**config.mk**
```make
export PLATFORM = sky130hd
export DESIGN_NAME = led_pattern_streamer
export DESIGN_NICKNAME = d
export VERILOG_FILES = /design/src/rtl/led_pattern_streamer.sv
export SDC_FILE = /design/constraint.sdc
export NUM_CORES = 1
export LEC_CHECK = 0
export BUFFER_PORTS_ARGS = -buffer_cell sky130_fd_sc_hd__buf_4
export CAP_MARGIN = 30
export CORE_MARGIN = 2
export CORE_UTILIZATION = 45
export CTS_CLUSTER_SIZE = 14
export DETAILED_ROUTE_END_ITERATION = 16
export PLACE_DENSITY = 0.7
export SYNTH_ARGS = -nofsm -noshare
export SYNTH_HDL_FRONTEND = slang
export SYNTH_SLANG_ARGS = --single-unit
```
**constraint.sdc**
```tcl
create_clock -name clock -period 4.3 [get_ports clock]
set_clock_uncertainty 0.15 [all_clocks]
set_input_delay 0.215 -clock clock [delete_from_list [all_inputs] [get_ports clock]]
set_output_delay 0.215 -clock clock [all_outputs]
set_load 0.005 [all_outputs]
```
**src/rtl/led_pattern_streamer.sv**
```systemverilog
// Counter-driven pixel-load command generator (rainbow / neon patterns) with a valid/ready output.
// Optional auto-repeat with idle gap between frames: define LED_PATTERN_AUTO_REPEAT_EN.
module led_pattern_streamer #(
    parameter int NUM_PIXELS = 5,
    parameter int PIX_W      = 3,
    parameter int COLOR_W    = 8,
    parameter int NUM_HUES   = 4,
    parameter int HUE_W      = 2,
    parameter int LEN_SHORT  = 15,
    parameter int LEN_MID    = 31,
    parameter int LEN_LONG   = 63,
    parameter int LOAD_W     = 7,
    parameter int GAP_CYCLES = 4
) (
    input  logic                        clock,
    input  logic                        reset,
    input  logic                        start,
    input  logic                        abort,
    input  logic                        sel_rainbow,
    input  logic                        long_mode,
    input  logic                        animate,
    input  logic [NUM_HUES*COLOR_W-1:0] palette,
`ifdef LED_PATTERN_AUTO_REPEAT_EN
    input  logic                        run,
`endif
    output logic                        load_valid,
    input  logic                        load_ready,
    output logic [PIX_W-1:0]            load_pixel,
    output logic [COLOR_W-1:0]          load_color,
    output logic [LOAD_W-1:0]           load_index,
    output logic                        frame_done,
    output logic                        busy,
    output logic [1:0]                  state_dbg
);

    // Handshake: a command transfers on every rising edge where load_valid && load_ready;
    // while load_valid && !load_ready the load_* outputs are held unchanged.

    typedef enum logic [1:0] {
        S_IDLE = 2'd0,
        S_LOAD = 2'd1,
        S_DONE = 2'd2,
        S_GAP  = 2'd3
    } state_t;

    localparam logic [PIX_W-1:0]  PIX_LAST   = PIX_W'(NUM_PIXELS - 1);
    localparam logic [HUE_W-1:0]  HUE_LAST   = HUE_W'(NUM_HUES - 1);
    localparam logic [LOAD_W-1:0] LAST_SHORT = LOAD_W'(LEN_SHORT - 1);
    localparam logic [LOAD_W-1:0] LAST_MID   = LOAD_W'(LEN_MID - 1);
    localparam logic [LOAD_W-1:0] LAST_LONG  = LOAD_W'(LEN_LONG - 1);

    state_t                      state, state_n;
    logic                        launch, restart, xfer;
    logic                        rainbow_q, animate_q;
    logic [LOAD_W-1:0]           len_last;
    logic [NUM_HUES*COLOR_W-1:0] pal_q;
    logic [PIX_W-1:0]            pix_cnt;
    logic [HUE_W-1:0]            hue_cnt, offset;
    logic                        hue_dn;
    logic [1:0]                  sub_cnt;
    logic [LOAD_W-1:0]           idx_cnt;
    logic [HUE_W:0]              hue_sum;
    logic [HUE_W-1:0]            hue_sel;

`ifdef LED_PATTERN_AUTO_REPEAT_EN
    localparam int GAP_W = (GAP_CYCLES > 1) ? $clog2(GAP_CYCLES) : 1;
    localparam logic [GAP_W-1:0] GAP_LAST = GAP_W'(GAP_CYCLES - 1);
    logic [GAP_W-1:0] gap_cnt;
    logic             relaunch;

    always_ff @(posedge clock) begin
        if (!reset || state != S_GAP) gap_cnt <= '0;
        else                          gap_cnt <= gap_cnt + 1'b1;
    end
`endif

    always_ff @(posedge clock) begin
        if (!reset) state <= S_IDLE;
        else        state <= state_n;
    end

    always_comb begin
        state_n = state;
        launch  = 1'b0;
        xfer    = (state == S_LOAD) && load_ready;
`ifdef LED_PATTERN_AUTO_REPEAT_EN
        relaunch = 1'b0;
`endif
        case (state)
            S_IDLE: if (start) begin
                state_n = S_LOAD;
                launch  = 1'b1;
            end
            // Abort wins over completion, so a last transfer in the abort cycle raises no frame_done.
            S_LOAD: begin
                if (abort)                         state_n = S_IDLE;
                else if (xfer && idx_cnt == len_last) state_n = S_DONE;
            end
`ifdef LED_PATTERN_AUTO_REPEAT_EN
            S_DONE: state_n = run ? S_GAP : S_IDLE;
            S_GAP: begin
                if (!run) state_n = S_IDLE;
                else if (gap_cnt == GAP_LAST) begin
                    state_n  = S_LOAD;
                    relaunch = 1'b1;
                end
            end
`else
            S_DONE: state_n = S_IDLE;
`endif
            default: state_n = S_IDLE;
        endcase
`ifdef LED_PATTERN_AUTO_REPEAT_EN
        restart = launch | relaunch;
`else
        restart = launch;
`endif
    end

    always_ff @(posedge clock) begin
        if (!reset) begin
            rainbow_q <= 1'b0;
            animate_q <= 1'b0;
            len_last  <= '0;
            pal_q     <= '0;
            pix_cnt   <= '0;
            hue_cnt   <= '0;
            hue_dn    <= 1'b0;
            sub_cnt   <= '0;
            idx_cnt   <= '0;
            offset    <= '0;
        end else begin
            if (launch) begin
                rainbow_q <= sel_rainbow;
                animate_q <= animate;
                len_last  <= sel_rainbow ? (long_mode ? LAST_LONG : LAST_SHORT) : LAST_MID;
            end
            if (restart) begin
                pal_q   <= palette;
                pix_cnt <= '0;
                hue_cnt <= '0;
                hue_dn  <= 1'b0;
                sub_cnt <= '0;
                idx_cnt <= '0;
            end else if (xfer) begin
                idx_cnt <= idx_cnt + 1'b1;
                if (rainbow_q) begin
                    if (pix_cnt == PIX_LAST) begin
                        pix_cnt <= '0;
                        hue_cnt <= (hue_cnt == HUE_LAST) ? '0 : hue_cnt + 1'b1;
                    end else begin
                        pix_cnt <= pix_cnt + 1'b1;
                    end
                end else begin
                    if (sub_cnt == 2'd2) begin
                        sub_cnt <= '0;
                        pix_cnt <= (pix_cnt == PIX_LAST) ? '0 : pix_cnt + 1'b1;
                    end else begin
                        sub_cnt <= sub_cnt + 1'b1;
                    end
                    // Ping-pong repeats each end value once before turning around.
                    if (!hue_dn) begin
                        if (hue_cnt == HUE_LAST) hue_dn  <= 1'b1;
                        else                     hue_cnt <= hue_cnt + 1'b1;
                    end else begin
                        if (hue_cnt == '0) hue_dn  <= 1'b0;
                        else               hue_cnt <= hue_cnt - 1'b1;
                    end
                end
            end
            if (state == S_LOAD && state_n == S_DONE && animate_q)
                offset <= (offset == HUE_LAST) ? '0 : offset + 1'b1;
        end
    end

    always_comb begin
        hue_sum = {1'b0, hue_cnt} + {1'b0, offset};
        if (hue_sum >= (HUE_W+1)'(NUM_HUES)) hue_sum = hue_sum - (HUE_W+1)'(NUM_HUES);
        hue_sel    = hue_sum[HUE_W-1:0];
        load_color = '0;
        for (int i = 0; i < NUM_HUES; i++) begin
            if (hue_sel == HUE_W'(i)) load_color = pal_q[i*COLOR_W +: COLOR_W];
        end
    end

    always_comb begin
        load_valid = (state == S_LOAD);
        frame_done = (state == S_DONE);
        busy       = (state != S_IDLE);
        load_pixel = pix_cnt;
        load_index = idx_cnt;
        state_dbg  = state;
    end

endmodule
```
* Yosys cells after proc, flatten, opt, wreduce, memory -nomap -nowiden *
Cells that the tools add are included.

word-level totals
  output and inout bits = 23
  register bits after elaboration = 60

operators by class
  multiplexer cells = 27
  bitwise logic cells = 2
  reduce and logical (&&, ||, !) cells = 13
  equality and inequality tests = 14
  magnitude comparators = 1
  add/sub/neg operators = 8

operator list
  kind                                                                      number
  8-bit two-way mux                                                         4
  2-bit two-way mux                                                         12
  2-bit == test (second input constant)                                     7
  6-bit two-way mux                                                         2
  3-bit two-way mux                                                         3
  7-bit by 1-bit adder with 7-bit output (second input constant)            1
  7-bit == test                                                             1
  2-bit by 1-bit adder with 2-bit output (second input constant)            3
  2-bit zero test                                                           3
  3-bit inequality test (second input constant)                             2
  1-bit two-way mux                                                         5
  2-bit by 1-bit == test with 1-bit output (second input constant)          2
  1-bit logical AND                                                         4
  2-bit one-hot mux with 2 select lines                                     1
  2-bit AND reduction                                                       2
  4-bit AND reduction                                                       1
  2-bit nonzero test                                                        2
  2-bit by 1-bit subtractor with 2-bit output (second input constant)       2
  2-bit by 2-bit adder with 3-bit output                                    1
  3-bit by 1-bit adder with 3-bit output (second input constant)            1
  3-bit == test (second input constant)                                     1
  3-bit greater-or-equal comparator (second input constant)                 1
  2-bit by 1-bit inequality test with 1-bit output (second input constant)  1
  1-bit NOT                                                                 2
  2-bit OR reduction                                                        1

* Longest topological paths before layout *
Gate-level depths: netlist of run 1.

  depth in word-level cells = 9
  depth in mapped cells = 6
  mapped depth without buffers = 6

* Least setup slack after synthesis of run 1 *
OpenSTA, ideal clock, no wires.

  kind = flip-flop to output port
  start point = register offset[0]
  end point = output port load_color[0]
  stages on the path, launching flop included = 4
  path slack = 2.360 ns
  required time = 3.935 ns
  arrival time = 1.575 ns
  buffers on the path = 1
  cell sequence = dfxtp_1 ha_1 buf_1 mux4_2

on the way
  word-level cells in the longest chain between the ends = 8
  elaborated cells on any way between the ends = 12
  those cells by class = 2 x add/sub; 1 x order compare; 3 x eq/ne; 5 x mux; 1 x reduce/logical

ends and longest elaborated chain
  item                                                                                                     RTL line  source
  from (decl)                                                                                              58        logic [HUE_W-1:0] hue_cnt, offset;
  from (signal assigned)                                                                                   172       offset <= (offset == HUE_LAST) ? '0 : offset + 1'b1;
  2-bit by 2-bit adder with 3-bit output *                                                                 177       hue_sum = {1'b0, hue_cnt} + {1'b0, offset};
  3-bit greater-or-equal comparator / 2-bit by 1-bit subtractor with 2-bit output (equally long branches)  178       if (hue_sum >= (HUE_W+1)'(NUM_HUES)) hue_sum = hue_sum - (HUE_W+1)'(NUM_HUES);
  2-bit two-way mux *                                                                                      178
  2-bit zero test                                                                                          182       if (hue_sel == HUE_W'(i)) load_color = pal_q[i*COLOR_W +: COLOR_W];
  8-bit two-way mux (3 in a row)                                                                           182
  8-bit two-way mux *                                                                                      182
  to (decl)                                                                                                29        output logic [COLOR_W-1:0] load_color,

Mark *: on every way between the ends. The rest lies on a longest branch, timed or not.

* Worst setup path in the final report of run 1 *
  start point = register offset[0]
  end point = output port load_color[3]

The elaborated chain is that of the path after synthesis.

==> reports/qor.txt, run 1 <==
Synth unique cells = 40
Ys Warns = 0
Post-route DRC = 0
Multi-input gate area = 0.00128 mm2
Clk sinks = 56
Mux cell area share after synthesis = 8.89%
Die area = 0.00614 mm2
Clk network pwr share = 30.0%
Initial Util = 45.8%
Vias in the first global route = 2,102
First-pass iteration count of the detailed router = 4
Commonest non-fill, non-tap cells in the layout = nand2_1 (84), buf_4 (64), dfxtp_1 (56)
Worst Slack Setup Final = 1.51 ns
Dpl hpwl = 3740 um
All-Layer GR Usage = 19.1%
Setup TNS = 0 ns
Antenna cell count = 0
Synth area leaders = dfxtp_1 (45%), nand2_1 (13%), a21oi_1 (9.4%)
Die extent in y = 78.4 um
Congestion Overflow GR = 0
CTS max path bufs = 2
Vias per inst = 4.88
Skew-Pair Late Insertion Delay = 0.32 ns
Mapped cell area = 0.00249 mm2
Cell taking the most area after synthesis = dfxtp_1
Leakage = 1.38 nW
CP arrival = 2.43 ns
FF-to-FF setup slack = 2.06 ns
Synth Area in Simple Gates = 22.3%
1st-iter DRT viols = 117
Max-slew headroom = 30.3%
Sequential Power Share = 54.9%
Synth Area in XOR/XNOR = 3.17%
Internal = 0.746 mW
F_max = 358 MHz
Slew Viols, Final = 0
Crit Path Category = reg -> out
WL per Instance = 12.7 um
Row count = 27
Worst Path Required = 3.93 ns
Final Setup Violations = 0
Register area = 0.00112 mm2
CTS root buffer = clkbuf_8
Layout area overhead = 36.9%
Max-Cap Viols = 0
Nature of the critical path startpoint = flip-flop
Via count = 2,198
Syn avg cell area = 8.62 um2
Max VDD drop = 0.174 mV
Largest family of logic cells by synthesized area = simple AND/OR/NAND/NOR gates
Element type at the critical path end = output port
I/O pin count = 63
Largest net degree at the start of global routing = 41
PortBufs = 62
Sw frac = 26.5%
Number of antenna violations at the first check in global routing = 0
Share of cells above drive strength 1 = 23.0%
Filler cells = 482
Total wire length = 5700 um
Commonest non-fill, non-tap cell in the layout = nand2_1
Synth Instances = 289
Fin crit period = 2.79 ns
CTS tree = built
Syn Nets = 336
Critical-path maximum fanout = 8
Final #Nets = 424
Status = completed
Post-synthesis sequential area ratio = 45.0%
Slew @ Worst Pin = 1.04 ns
Synth Area in Adders = 3.52%
Compound-Gate Fraction of Synth Area = 13.4%
Top_reg_cell synth = dfxtp_1
Total CTS buffers = 5
CORE AREA = 0.00544 mm2
Endpoints failing hold = 0
Number of synthesized register bits = 56
Asr flop ratio synth = 0%
CTS clk-pin slew, worst paths = 0.11 ns
Period utilisation layout = 65.0%
H-tree levels = 2
Worst slack, placed = 1.86 ns
Routability cong. = 0.748
Comb power frac = 15.0%
Setup Buffers After CTS = 0
Area fraction of the dominant cell type after synthesis = 45.0%
Post-route ant nets = 0
EDFF count, synth = 0
Die X = 78.4 um
P per Cell Area = 298 mW/mm2
Worst Hold Class = in -> reg
Sw Pwr = 0.269 mW
RSZ-0062 raised after global routing = no
First-pass GRT wire length = 9380 um
## layout make-up
| cell class | count | share of cell area, % |
|---|---|---|
| flip-flops and latches | 56 | 32.9 |
| clock buffers | 5 | 2.02 |
| multi-input cells | 212 | 37.5 |
| clock inverters | 3 | 0.808 |
| repair buffers | 96 | 23.5 |
| inverters | 6 | 0.661 |
| well taps | 72 | 2.64 |
## registers in the layout (all words and copies together) (netlist names)
name and flops:
hue_dn 1, load_index 7, len_last 3, state_dbg 2, animate_q 1, rainbow_q 1, sub_cnt 2, pal_q 32
load_pixel 3, hue_cnt 2, offset 2
## worst max-delay path: stages, from the launching register on
cell and delay [ns]:
dfxtp_1 0.35, ha_1 0.21, xor2_1 0.15, xnor2_1 0.81
mux4_2 0.44, buf_4 0.15
## per-layer routing
metal  up-vias  track usage [%]  share of wire, %
met5         -                0                 0
met4         0             8.60               2.7
met3        15             2.41               2.5
met2        43             31.7                48
met1       988             24.8                46
li1       1152                -                 -
## power by group through the flow
stage	Combinational (mW)	Clock, mW	Sequential (mW)
finish	0.153	0.305	0.557
global route	0.168	0.333	0.561
CTS	0.153	0.312	0.557
global placement	0.128	0	0.568
floorplan	0.0778	0	0.563
detailed placement	0.130	0	0.569
## Yosys cell counts (all sizes together) (3+ instances only)
cell and count:
xnor2 7, nor2b 5, a21oi 47, or3 3, nand2 84, inv 6
nor2 11, mux2i 3, clkbuf 8, nor3 4, nand3 3, buf 7
dfxtp 56, ha 7, o21ai 7, mux4 8
## through the flow
stage                     cell area [um2]  hold WS (ns)  instances  power (mW)  utilization (%)
final                                3410       0.00857        450        1.01             62.7
after global routing                 3410       0.00287        450        1.06             62.7
after CTS                            3400       0.00100        449        1.02             62.5
after detailed placement             2990         0.297        410       0.699             55.0
after global placement               2990         0.289        410       0.697             55.0
after floorplan                      2490         0.201        289       0.641                -
## worst paths after layout
check	from	to	cells after the start
max reg2reg	state_dbg[0]	hue_cnt[1]	3
min	palette[27]	pal_q[27]	3
min reg2reg	pal_q[14]	pal_q[14]	2
max	offset[0]	load_color[3]	5
## cells by family (layout without fill, tap and decap cells)
| logic type | count (synthesis) | count (layout) |
|---|---|---|
| AND/OR/NAND/NOR | 123 | 123 |
| XOR/XNOR | 9 | 9 |
| adder cells (fa/ha/maj) | 7 | 7 |
| flip-flops | 56 | 56 |
| buffers and inverters | 21 | 110 |
| multiplexers | 12 | 12 |
| AO/OA/AOI/OAI | 61 | 61 |
## repair_timing
action | 4_1_cts | 5_1_grt
setup endpoints to repair | 0 | 0
hold endpoints to repair | 31 | 1
hold buffers | 31 | 1
resized for setup | 0 | 0
(Power assumes the default switching activity.)
==> run 2, diff against run 1 <==
--- a/config.mk
+++ b/config.mk
@@ -11,7 +11,7 @@
 export CORE_UTILIZATION = 45
 export CTS_CLUSTER_SIZE = 14
 export DETAILED_ROUTE_END_ITERATION = 16
-export PLACE_DENSITY = 0.7
+export PLACE_DENSITY = 0.73
 export SYNTH_ARGS = -nofsm -noshare
 export SYNTH_HDL_FRONTEND = slang
 export SYNTH_SLANG_ARGS = --single-unit
==> constraint.sdc (replaced) <==
create_clock -name clock -period 2.5 [get_ports clock]
set_clock_uncertainty 0.15 [all_clocks]
set_input_delay 0.125 -clock clock [delete_from_list [all_inputs] [get_ports clock]]
set_output_delay 0.125 -clock clock [all_outputs]
set_load 0.005 [all_outputs]
==> reports/qor.txt, run 2 (synthesis results as in run 1) <==
Via count = 2,317
Layout area overhead = 40.3%
Critical-path maximum fanout = 8
Initial Util = 45.8%
Largest net degree at the start of global routing = 38
H-tree levels = 2
Comb power frac = 15.9%
CTS clk-pin slew, worst paths = 0.11 ns
First-pass iteration count of the detailed router = 4
Top reg by flops = pal_q
Multi-input gate area = 0.00128 mm2
Skew-Pair Late Insertion Delay = 0.32 ns
Vias in the first global route = 2,221
WL per Instance = 13.3 um
I/O pin count = 63
Congestion Overflow GR = 0
Non-Filler Instances = 457
Nature of the critical path startpoint = flip-flop
Setup Buffers After CTS = 0
First-pass GRT wire length = 10,000 um
Clk network pwr share = 29.6%
Commonest non-fill, non-tap cells in the layout = nand2_1 (84), buf_4 (65), dfxtp_1 (56)
Element type at the critical path end = output port
PortBufs = 62
Status = completed
Leakage = 1.42 nW
Worst Hold Class = in -> reg
Hold slack = 0.0892 ns
Final #Nets = 431
Max-slew headroom = 63.0%
Fin crit period = 2.34 ns
Vias per inst = 5.07
1st-iter DRT viols = 133
Final Util = 64.2%
CTS root buffer = clkbuf_8
Crit Path Category = reg -> out
CTS max path bufs = 2
Total power = 1.76 mW
P per Cell Area = 503 mW/mm2
Sw Pwr = 0.465 mW
Slew @ Worst Pin = 0.553 ns
Endpoints failing hold = 0
Max VDD drop = 0.310 mV
Clk sinks = 56
Row count = 27
Final Setup Violations = 0
Sw frac = 26.5%
CP arrival = 2.07 ns
Filler cells = 461
Die area = 0.00614 mm2
Slew Viols, Final = 0
RSZ-0062 raised after global routing = no
Setup TNS = 0 ns
Sequential Power Share = 54.6%
CTS tree = built
Dpl hpwl = 3930 um
Register area = 0.00112 mm2
Largest register FFs = 32
Post-route ant nets = 0
Number of antenna violations at the first check in global routing = 0
Routability cong. = 0.784
Total CTS buffers = 5
Antenna cell count = 0
Share of cells above drive strength 1 = 23.4%
Die extent in y = 78.4 um
Die X = 78.4 um
Commonest non-fill, non-tap cell in the layout = nand2_1
Period utilisation layout = 93.7%
Max-Cap Viols = 0
Cells after DPL = 412
All-Layer GR Usage = 20.6%
Worst Path Required = 2.23 ns
Total wire length = 6090 um
CORE AREA = 0.00544 mm2
Internal = 1.29 mW
FF-to-FF setup slack = 0.60 ns
Post-route DRC = 0
F_max = 427 MHz
## run 2: what timing repair did
item                       CTS  global route
hold endpoints to repair    39             0
setup endpoints to repair    8             0
gates resized for setup      1             0
hold buffers                37             0
## run 2: final timing paths
kind,start,endpoint,cells past startpoint
min,start,pal_q[22],5
max,offset[0],load_color[3],5
max reg2reg,hue_cnt[0],hue_cnt[1],6
min reg2reg,pal_q[23],pal_q[23],2
## run 2: routing by layer
metal | part of all wire, % | up-vias | global-route usage [%]
met5 | 0 | - | 0
met4 | 1.5 | 0 | 6.14
met3 | 2.7 | 10 | 3.56
met2 | 51 | 35 | 36.9
met1 | 45 | 1106 | 25.2
li1 | - | 1166 | -
## run 2: critical path: stages, from the launching register on
cell	delay [ns]
dfxtp_1	0.35
ha_1	0.21
xor2_1	0.16
xnor2_2	0.45
mux4_2	0.40
buf_4	0.16
## run 2: power by group through the flow
stage / Combinational, mW / Clock [mW] / Sequential, mW
2_1_floorplan: 0.134 / 0 / 0.969
3_3_place_gp: 0.226 / 0 / 0.977
3_5_place_dp: 0.229 / 0 / 0.980
4_1_cts: 0.276 / 0.526 / 0.959
5_1_grt: 0.308 / 0.560 / 0.964
6_report: 0.279 / 0.519 / 0.959
## run 2: final cells by class
class | count | area share, %
repair buffers | 103 | 25.2
clock inverters | 3 | 0.752
multi-input cells | 212 | 36.8
well taps | 72 | 2.58
inverters | 6 | 0.645
clock buffers | 5 | 1.97
flip-flops and latches | 56 | 32.1
## run 2: through the flow
step / worst slack (ns) / instance area, um2
after global placement: 0.271 / 3020
final: 0.157 / 3490
after floorplan: 0.650 / 2490
after detailed placement: 0.251 / 3020
after global routing: 0.0414 / 3490
after CTS: 0.164 / 3490
